File: src/rtl/fifo_serializer.sv
// fifo_serializer: drains a synchronous FIFO one word at a time and transmits
// each word LSB-first on a single serial line, framed by a start bit (0) and a
// stop bit (1). Each serial bit lasts clks_per_bit clock cycles.
module fifo_serializer #(
    parameter int unsigned width        = 4,
    parameter int unsigned clks_per_bit = 4
) (
    input  logic             clk,
    input  logic             rst,
    input  logic             en,
    input  logic             empty,
    input  logic [width-1:0] fifo_data,
    output logic             read,
    output logic             tx,
    output logic             busy,
    output logic             frame_done
);

    localparam int unsigned DIV_W = (clks_per_bit > 1) ? $clog2(clks_per_bit) : 1;
    localparam int unsigned BIT_W = $clog2(width + 1);

    localparam logic [DIV_W-1:0] DIV_LAST = DIV_W'(clks_per_bit - 1);
    localparam logic [BIT_W-1:0] BIT_LAST = BIT_W'(width - 1);

    localparam logic [2:0] IDLE  = 3'd0;
    localparam logic [2:0] POP   = 3'd1;
    localparam logic [2:0] LOAD  = 3'd2;
    localparam logic [2:0] START = 3'd3;
    localparam logic [2:0] DATA  = 3'd4;
    localparam logic [2:0] STOP  = 3'd5;

    logic [2:0]       state, state_next;
    logic [DIV_W-1:0] div_cnt, div_next;
    logic [BIT_W-1:0] bit_idx, bit_idx_next;
    logic [width-1:0] shift, shift_next;

    logic read_next, tx_next, busy_next, frame_done_next;
    logic tick;

    // Last cycle of the current serial bit.
    assign tick = (div_cnt == DIV_LAST);

    // State, datapath and registered outputs.
    always_ff @(posedge clk or negedge rst) begin
        if (!rst) begin
            state      <= IDLE;
            div_cnt    <= '0;
            bit_idx    <= '0;
            shift      <= '0;
            read       <= 1'b0;
            tx         <= 1'b1;
            busy       <= 1'b0;
            frame_done <= 1'b0;
        end else begin
            state      <= state_next;
            div_cnt    <= div_next;
            bit_idx    <= bit_idx_next;
            shift      <= shift_next;
            read       <= read_next;
            tx         <= tx_next;
            busy       <= busy_next;
            frame_done <= frame_done_next;
        end
    end

    // Next-state, datapath update and next output values.
    always_comb begin
        state_next      = state;
        div_next        = div_cnt;
        bit_idx_next    = bit_idx;
        shift_next      = shift;
        read_next       = 1'b0;
        tx_next         = 1'b1;
        busy_next       = 1'b0;
        frame_done_next = 1'b0;

        case (state)
            IDLE: begin
                div_next = '0;
                if (en && !empty) begin
                    state_next = POP;
                end
            end
            POP: begin
                div_next   = '0;
                state_next = LOAD;
            end
            LOAD: begin
                div_next   = '0;
                shift_next = fifo_data;
                state_next = START;
            end
            START: begin
                if (tick) begin
                    div_next     = '0;
                    bit_idx_next = '0;
                    state_next   = DATA;
                end else begin
                    div_next = div_cnt + DIV_W'(1);
                end
            end
            DATA: begin
                if (tick) begin
                    div_next   = '0;
                    shift_next = shift >> 1;
                    if (bit_idx == BIT_LAST) begin
                        bit_idx_next = '0;
                        state_next   = STOP;
                    end else begin
                        bit_idx_next = bit_idx + BIT_W'(1);
                    end
                end else begin
                    div_next = div_cnt + DIV_W'(1);
                end
            end
            STOP: begin
                if (tick) begin
                    div_next = '0;
                    if (en && !empty) begin
                        state_next = POP;
                    end else begin
                        state_next = IDLE;
                    end
                end else begin
                    div_next = div_cnt + DIV_W'(1);
                end
            end
            default: begin
                state_next   = IDLE;
                div_next     = '0;
                bit_idx_next = '0;
            end
        endcase

        // Outputs are precomputed from the next state so they register glitch-free.
        read_next       = (state_next == POP);
        busy_next       = (state_next != IDLE);
        frame_done_next = (state_next == STOP) && (div_next == DIV_LAST);
        case (state_next)
            START:   tx_next = 1'b0;
            DATA:    tx_next = shift_next[0];
            default: tx_next = 1'b1;
        endcase
    end

endmodule

File: config.mk
export PLATFORM = sky130hd
export DESIGN_NAME = fifo_serializer
export DESIGN_NICKNAME = d
export VERILOG_FILES = /design/src/rtl/fifo_serializer.sv
export SDC_FILE = /design/constraint.sdc
export NUM_CORES = 1
export LEC_CHECK = 0
export ABC_AREA = 1
export BUFFER_PORTS_ARGS = -buffer_cell sky130_fd_sc_hd__buf_2
export CORE_MARGIN = 3
export CORE_UTILIZATION = 25
export CTS_CLUSTER_SIZE = 10
export DETAILED_ROUTE_END_ITERATION = 6
export GPL_ROUTABILITY_DRIVEN = 0
export PLACE_DENSITY = 0.47
export SYNTH_ARGS = -nofsm -noshare
export SYNTH_HDL_FRONTEND = slang
export SYNTH_SLANG_ARGS = --single-unit
File: constraint.sdc
create_clock -name clk -period 1.5 [get_ports clk]
set_input_delay 0 -clock clk [delete_from_list [all_inputs] [get_ports clk]]
set_output_delay 0 -clock clk [all_outputs]
set_load 0.02 [all_outputs]
== Word-level counts from Yosys, hierarchy flattened ==
Index checks and enable logic that the tools add are counted.

* Register bits after elaboration: 16
* Input bits: 8
* Output and inout port bits: 4

* Add/subtract/negate cells: 2
* Eq/ne operators: 14
* Multiplexer cells: 16
* Bitwise operators: 1
* Reduce and logical (&&, ||, !) cells: 10

{| class="wikitable"
|+ Operators with widths
! cell !! count
|-
| $mux W3 || 8
|-
| $pmux W3 S6 || 1
|-
| $eq A3 B2 Y1 const B || 4
|-
| $eq A3 B3 Y1 const B || 4
|-
| $pmux W3 S3 || 1
|-
| $pmux W4 S2 || 1
|-
| $eq A3 B1 Y1 const B || 2
|-
| $eq A2 B2 Y1 const B || 2
|-
| $mux W2 || 2
|-
| $mux W4 || 1
|-
| $ne A2 B2 Y1 const B || 2
|-
| $reduce_or A4 Y1 || 1
|-
| $add A3 B1 Y3 const B || 1
|-
| $logic_not A3 Y1 || 1
|-
| $reduce_and A3 Y1 || 1
|-
| $reduce_bool A3 Y1 || 1
|-
| $reduce_or A3 Y1 || 1
|-
| $add A2 B1 Y2 const B || 1
|-
| $logic_and A1 B1 Y1 || 2
|-
| $pmux W1 S2 || 1
|-
| $reduce_and A2 Y1 || 1
|-
| $reduce_bool A2 Y1 || 1
|-
| $logic_not A1 Y1 || 1
|-
| $mux W1 || 1
|-
| $not A1 Y1 || 1
|}

== Longest topological paths before layout ==
Gate-level depths: netlist (run 1).

* Depth in word-level cells: 7
* Gate-level depth with buffers: 8
* Mapped depth without buffers: 8

== Least setup slack after synthesis (run 1) ==
No wires, ideal clock.

* Path type: flip-flop to flip-flop
* From: register div_cnt[0]
* To: register busy
* Setup time: 124 ps
* Data arrival time: 1211 ps
* Data required time: 1376 ps
* Path slack: 165 ps
* Cell stages (with the launch flop): 7
* Buffers on the path: 0
* Period minus slack after synthesis: 1335 ps
* Cell sequence: dfrtp_1 -> ha_1 -> nand2_2 -> nand2_1 -> o21ai_1 -> nand4_1 -> or2_1

* Word-level cells in the longest chain between the ends: 4
* Elaborated cells on any way between the ends: 6
* Classes of those cells: 1 x eq/ne; 4 x mux; 1 x reduce/logical

{| class="wikitable"
|+ RTL lines
! element !! line !! source
|-
| start, declared || 33 || <nowiki>logic [DIV_W-1:0] div_cnt, div_next;</nowiki>
|-
| start signal, assigned || 56 || <nowiki>div_cnt <= div_next;</nowiki>
|-
| $eq A2 B2 Y1 * || 41 || <nowiki>assign tick = (div_cnt == DIV_LAST);</nowiki>
|-
| $mux W3, on equally long branches || 117, 103, 94 ||
|-
| $pmux W3 S6 * || 77 || <nowiki>case (state)</nowiki>
|-
| $reduce_bool A3 Y1 * || 137 || <nowiki>busy_next = (state_next != IDLE);</nowiki>
|-
| named net busy_next || 37 || <nowiki>logic read_next, tx_next, busy_next, frame_done_next;</nowiki>
|-
| end signal, assigned || 61 || <nowiki>busy <= busy_next;</nowiki>
|-
| end, declared || 15 || <nowiki>output logic busy,</nowiki>
|}

Mark *: on every way through the listed nets, which the timed path passes. The rest lies on a longest branch.
A chain may end at the register's enable or synchronous reset.

== Worst setup path after layout (run 1) ==
Ends and elaborated chain as after synthesis.

==> qor.yml, run 1 <==
sta:
  finalCriticalPeriod_ns: 1.368
  finalSetupTns_ns: 0
  finalClockSkew_ns: 0.0009800
  slew_violations: 0
  finalSetupViolations: 0
  max_slew.worst_pin.slew_ns: 0.3574
  slew_headroom_pct: 76.17
  period_share_pct: 91.19
  max_freq_mhz: 731.1
  rsz0062_at_grt: "false"
  hold_violations: 0
critical_path:
  worstPathMaxFanout: 5
  r2r_setup_slack_ns: 0.13
  path_delay_family: "simple AND/OR/NAND/NOR gates"
  crit_arrival_ns: 1.54
  path_class: "reg2reg"
  crit_buf_inv: 0
  max_stage_delay_ns: 0.38
  crit_slowest_cell: "dfrtp_1"
  worstSetupStartpointType: "flip-flop"
  path_cells: "ha_2, nand2_2, o21ai_1, nand4_1, or2_1"
  cp_data_required_time_ns: 1.67
  cp-end-kind: "flip-flop"
clock_network:
  numCtsBuffers: 3
  clkSlewWorstSetupHoldPaths_ns: 0.09
  clkLatencyLatePin_ns: 0.28
  h-tree-depth: 1
  cts_tree: "built"
  clk_path_buf_depth: 2
  clock_sinks: 16
  cts-root-buf: "clkbuf_4"
finish:
  syn_to_final_growth_pct: 23.48
  drive_gt1_share_pct: 29.31
  antenna_cells: 0
  layout_commonest_cell: "nand2_1"
  layout_common_cells: "nand2_1 (23), dfrtp_1 (15), inv_1 (11), nand3_1 (11), buf_2 (11)"
  final-instance-count-excl-fill: 158
  final_nets: 127
die:
  die_area_sq_um: 3935
  initial_core_util_pct: 27.74
  design.core.area_sq_um: 2900
  die_y_um: 62.73
  rows: 19
  io_pins: 12
  die_w_um: 62.73
power:
  p_per_area_nw_per_um2: 1664
  ir_drop_mv: 0.8787
  leakage_nw: 0.5128
logic_synthesis:
  yosys.area.top_type: "dfrtp_1"
  yosysSeqAreaShare_pct: 49.92
  netlist_instances: 97
  synth_simple_gate_area_share_pct: 33.90
  synth_compound_area_share_pct: 4.510
  synth-adder-area-share_pct: 3.110
  syn_nets: 107
  syn_avg_cell_area_sq_um: 8.294
  yosysTopAreaCellShare_pct: 46.66
  yosys_warnings: 0
  synth.area.top_cells: "dfrtp_1 (47%), nand2_1 (11%), nand3_1 (6.8%), inv_1 (5.1%), dfstp_2 (3.3%)"
  synth_xor_area_share_pct: 0
  post_synth_num_cell_types: 21
  muxShareOfSynthArea_pct: 0
  syn_area_sq_um: 804.5
  synth_seq_cells: 16
  synth_top_family_by_area: "simple AND/OR/NAND/NOR gates"
detailed_routing:
  viasPerCell: 4.051
  antenna_left: 0
  num_vias: 640
  totalWireLength_um: 1490
  drtIter0Drc: 10
  drc: 0
  routedWlPerCell_um: 9.430
  first_pass_iters: 4
min_path:
  min_path_type: "in2reg"
grt:
  grt-ovfl-total: 0
  grt_pass1_vias: 602
  antenna_found_initial: 0
  grt_max_degree: 17
  grt_pass1_wl_um: 2704
  gr-usage-all-layers_pct: 8.706
status:
  status: "finished clean"
flow_run:
  maxCapViolations: 0
placement:
  post-place-cells: 150
  dpl.hpwl_um: 1157
  port_buffers: 11
-- final cells by class --
class                           count  area [sq um]
Fill cell                         322          1907
Timing Repair Buffer               16         102.6
Tap cell                           42         52.55
Sequential cell                    16         401.6
Inverter                           17         63.81
Clock buffer                        4         36.28
Multi-Input combinational cell     63         336.6
-- synth_stat cells, drive strengths merged --
cell type	count
or2	1
nand2	27
a21boi	1
nor3	2
a21oi	1
nand4	2
clkinv	1
dfstp	1
and2	1
buf	1
dfrtp	15
nand3	13
ha	2
nor2	9
inv	16
o21ai	3
a22o	1
-- sequential cells by signal, indices dropped and copies added, names as in the netlist --
name        count
shift           4
bit_idx         3
state           3
div_cnt         2
busy            1
frame_done      1
read            1
tx              1
-- power breakdown --
group | switching (mW) | leakage, nW | internal, mW
Clock | 0.131 | 0.0210 | 0.148
Sequential | 0.116 | 0.199 | 0.581
Combinational | 0.410 | 0.292 | 0.267
Total | 0.658 | 0.513 | 0.996
-- per-stage QoR --
stage	power, mW	hold slack [ns]	utilization, %	setup WS (ns)	cell area [sq um]
2_1_floorplan	1.213	-0.2956	-	0.1649	804.5
3_3_place_gp	1.397	-0.06618	31.54	0.1092	914.6
3_5_place_dp	1.380	-0.06688	31.54	0.07947	914.6
4_1_cts	1.680	0.03448	34.17	0.05869	991.0
5_1_grt	1.813	0.07184	34.25	0.01653	993.5
6_report	1.653	0.04155	34.25	0.1322	993.5
-- repair_timing --
item                                   in CTS  in global routing
buffers inserted                            0                  0
setup endpoints to repair                   0                  4
hold buffers                                4                  0
endpoints found under the hold margin      19                  0
gates resized for setup                     0                  1
-- per-layer routing --
metal	vias to the layer above	GRT usage, %	part of all wire (%)
met5	-	0	0
met4	0	4.959	1.7
met3	4	1.799	4.8
met2	14	11.72	42
met1	282	12.67	51
li1	340	-	-
-- cells by family after synthesis --
group,after synthesis
simple gates,55
flops,16
fa+ha+maj,2
compound gates,6
buf+inv,18
-- worst paths after layout --
kind / startpoint / cells past startpoint / end
max reg2reg: div_cnt[0] / 5 / busy
max: div_cnt[0] / 5 / busy
min: fifo_data[0] / 5 / shift[0]
min in group asynchronous: rst / 2 / state[1]
min reg2reg: div_cnt[0] / 1 / div_cnt[0]
max in group asynchronous: rst / 2 / tx
-- worst reg2reg max path, cell delays in order (launching register included) --
cell	delay (ns)
dfrtp_1	0.38
ha_2	0.25
nand2_2	0.09
o21ai_1	0.18
nand4_1	0.14
or2_1	0.22
Power figures use the tool's default switching activity.
==> inputs of run 2 (changes only) <==
CORE_UTILIZATION = 45   (was 25)
PLACE_DENSITY = 0.71   (was 0.47)
==> run 2 against run 1 <==
  * Wire length is 6.0% higher
  * Clock power is 6% higher
  * Register-to-register slack about the same
  * Highest routed layer unchanged
  * Critical path depth unchanged
  * Critical path type unchanged
  * Clock-buffer cell count unchanged
  * Worst setup slack lost 0.012 ns
  * Power rose by 2.5%
  * Largest cell class unchanged
  * Die area decreased by 41%
  * Final area down 1.6%
  * Maximum frequency down 0.87%
  * Non-clock buffer count decreased by 1
==> qor.yml, run 2 (synthesis results as in run 1) <==
sta:
  finalClockSkew_ns: 0.0006496  # was 0.0009800 ns
  finalSetupViolations: 0  # unchanged
  max_slew.worst_pin.slew_ns: 0.3577  # was 0.3574 ns
  hold_violations: 0  # unchanged
  slew_violations: 0  # unchanged
  finalCriticalPeriod_ns: 1.380  # was 1.368 ns
  fin_hold_ws_ns: 0.03182  # was 0.04155 ns
  period_share_pct: 91.99  # was 91.19%
  finalSetupTns_ns: 0  # unchanged
  rsz0062_at_grt: "false"  # unchanged
  slew_headroom_pct: 76.16  # was 76.17%
  max_freq_mhz: 724.7  # was 731.1 MHz
grt:
  grt_pass1_vias: 642  # was 602
  grt_max_degree: 17  # unchanged
  gr-usage-all-layers_pct: 17.17  # was 8.706%
  antenna_found_initial: 0  # unchanged
  grt_pass1_wl_um: 2753  # was 2704 um
  grt-ovfl-total: 0  # unchanged
die:
  design.core.area_sq_um: 1594  # was 2900 sq um
  io_pins: 12  # unchanged
  die_area_sq_um: 2331  # was 3935 sq um
  rows: 14  # was 19
  die_w_um: 48.28  # was 62.73 um
  die_y_um: 48.28  # was 62.73 um
  initial_core_util_pct: 50.47  # was 27.74%
min_path:
  hold_path_end: "shift[0]"  # unchanged
  min_path_type: "in2reg"  # unchanged
  min_from: "fifo_data[0]"  # unchanged
  min_delay_path_depth: 5  # unchanged
finish:
  layout_commonest_cell: "nand2_1"  # unchanged
  biggestRegsByFlops: "shift: 4 flops, bit_idx: 3 flops, state: 3 flops"  # unchanged
  final_nets: 126  # was 127
  largest-register: "shift"  # unchanged
  syn_to_final_growth_pct: 21.46  # was 23.48%
  largest_reg_flops: 4  # unchanged
  layout_common_cells: "nand2_1 (23), dfrtp_1 (15), inv_1 (11), nand3_1 (11), buf_2 (11)"  # unchanged
  final-instance-count-excl-fill: 139  # was 158
  antenna_cells: 0  # unchanged
  drive_gt1_share_pct: 29.57  # was 29.31%
critical_path:
  worstSetupStartpointType: "flip-flop"  # unchanged
  r2r_cells: 5  # unchanged
  path_class: "reg2reg"  # unchanged
  crit_arrival_ns: 1.57  # was 1.54 ns
  cp_data_required_time_ns: 1.69  # was 1.67 ns
  reg2reg_to: "busy"  # unchanged
  r2r_start: "div_cnt[0]"  # unchanged
  worstPathMaxFanout: 7  # was 5
  cp-end-kind: "flip-flop"  # unchanged
  r2r_setup_slack_ns: 0.12  # was 0.13 ns
detailed_routing:
  drtIter0Drc: 13  # was 10
  antenna_left: 0  # unchanged
  routedWlPerCell_um: 11.36  # was 9.430 um
  first_pass_iters: 4  # unchanged
  drc: 0  # unchanged
  num_vias: 671  # was 640
  viasPerCell: 4.827  # was 4.051
  totalWireLength_um: 1579  # was 1490 um
placement:
  post-place-cells: 131  # was 150
  port_buffers: 11  # unchanged
  dpl.hpwl_um: 1152  # was 1157 um
power:
  ir_drop_mv: 1.120  # was 0.8787 mV
  leakage_nw: 0.5090  # was 0.5128 nW
  power_mw: 1.694  # was 1.653 mW
  p_per_area_nw_per_um2: 1734  # was 1664 nW/um^2
flow_run:
  maxCapViolations: 0  # unchanged
clock_network:
  cts_tree: "built"  # unchanged
  clkLatencyLatePin_ns: 0.29  # was 0.28 ns
  numCtsBuffers: 3  # unchanged
  clkSlewWorstSetupHoldPaths_ns: 0.10  # was 0.09 ns
  cts-root-buf: "clkbuf_4"  # unchanged
  clk_path_buf_depth: 2  # unchanged
  h-tree-depth: 1  # unchanged
  clock_sinks: 16  # unchanged
status:
  status: "finished clean"  # unchanged
-- run 2: changes by cell type in the layout (fill, tap and decap cells not counted) --
cell     change
ha_2         -1
ha_4         +1
o21ai_1      -1
o21ai_2      +1
buf_4        -1
-- run 2: layer usage --
layer | track usage [%] | vias to the layer above | share of wire, %
li1 | - | 342 | -
met1 | 22.76 | 309 | 47
met2 | 28.39 | 18 | 48
met3 | 2.214 | 2 | 3.5
met4 | 6.452 | 0 | 1.6
met5 | 0 | - | 0
-- run 2: final cells by class --
type | instances | area (sq um)
Inverter | 17 | 63.81
Multi-Input combinational cell | 63 | 350.3
Sequential cell | 16 | 401.6
Fill cell | 135 | 616.8
Timing Repair Buffer | 15 | 95.09
Clock buffer | 4 | 36.28
Tap cell | 24 | 30.03
-- run 2: how the worst max path moves through the flow --
stage	from	endpoint	depth (start not counted)
6_report	div_cnt[0]	busy	5
5_1_grt	div_cnt[0]	busy	5
4_1_cts	div_cnt[0]	busy	5
3_5_place_dp	div_cnt[0]	busy	5
3_3_place_gp	div_cnt[0]	busy	7
2_1_floorplan	div_cnt[0]	busy	6
-- run 2: stage by stage --
stage / utilization, % / instance area (sq um) / setup slack, ns
2_1_floorplan: - / 804.5 / 0.1649
3_3_place_gp: 55.49 / 884.6 / 0.06132
3_5_place_dp: 55.49 / 884.6 / -0.03605
4_1_cts: 60.44 / 963.4 / 0.03764
5_1_grt: 61.30 / 977.2 / 0.01044
6_report: 61.30 / 977.2 / 0.1202
-- run 2: where the power goes --
part / switching [mW] / internal, mW
clock network: 0.147 / 0.148
registers: 0.125 / 0.581
logic: 0.422 / 0.271
-- run 2: worst max-delay path, stage by stage (launching register included) --
cell     delay [ns]
dfrtp_1        0.42
ha_4           0.21
nand2_2        0.09
o21ai_2        0.18
nand4_1        0.14
or2_1          0.23
-- run 2: timing repair --
action / CTS / global route
hold endpoints to repair: 19 / 0
cloned: 0 / 0
hold buffers: 4 / 0
setup buffers: 0 / 0
resized for setup: 1 / 2
setup endpoints to repair: 1 / 1
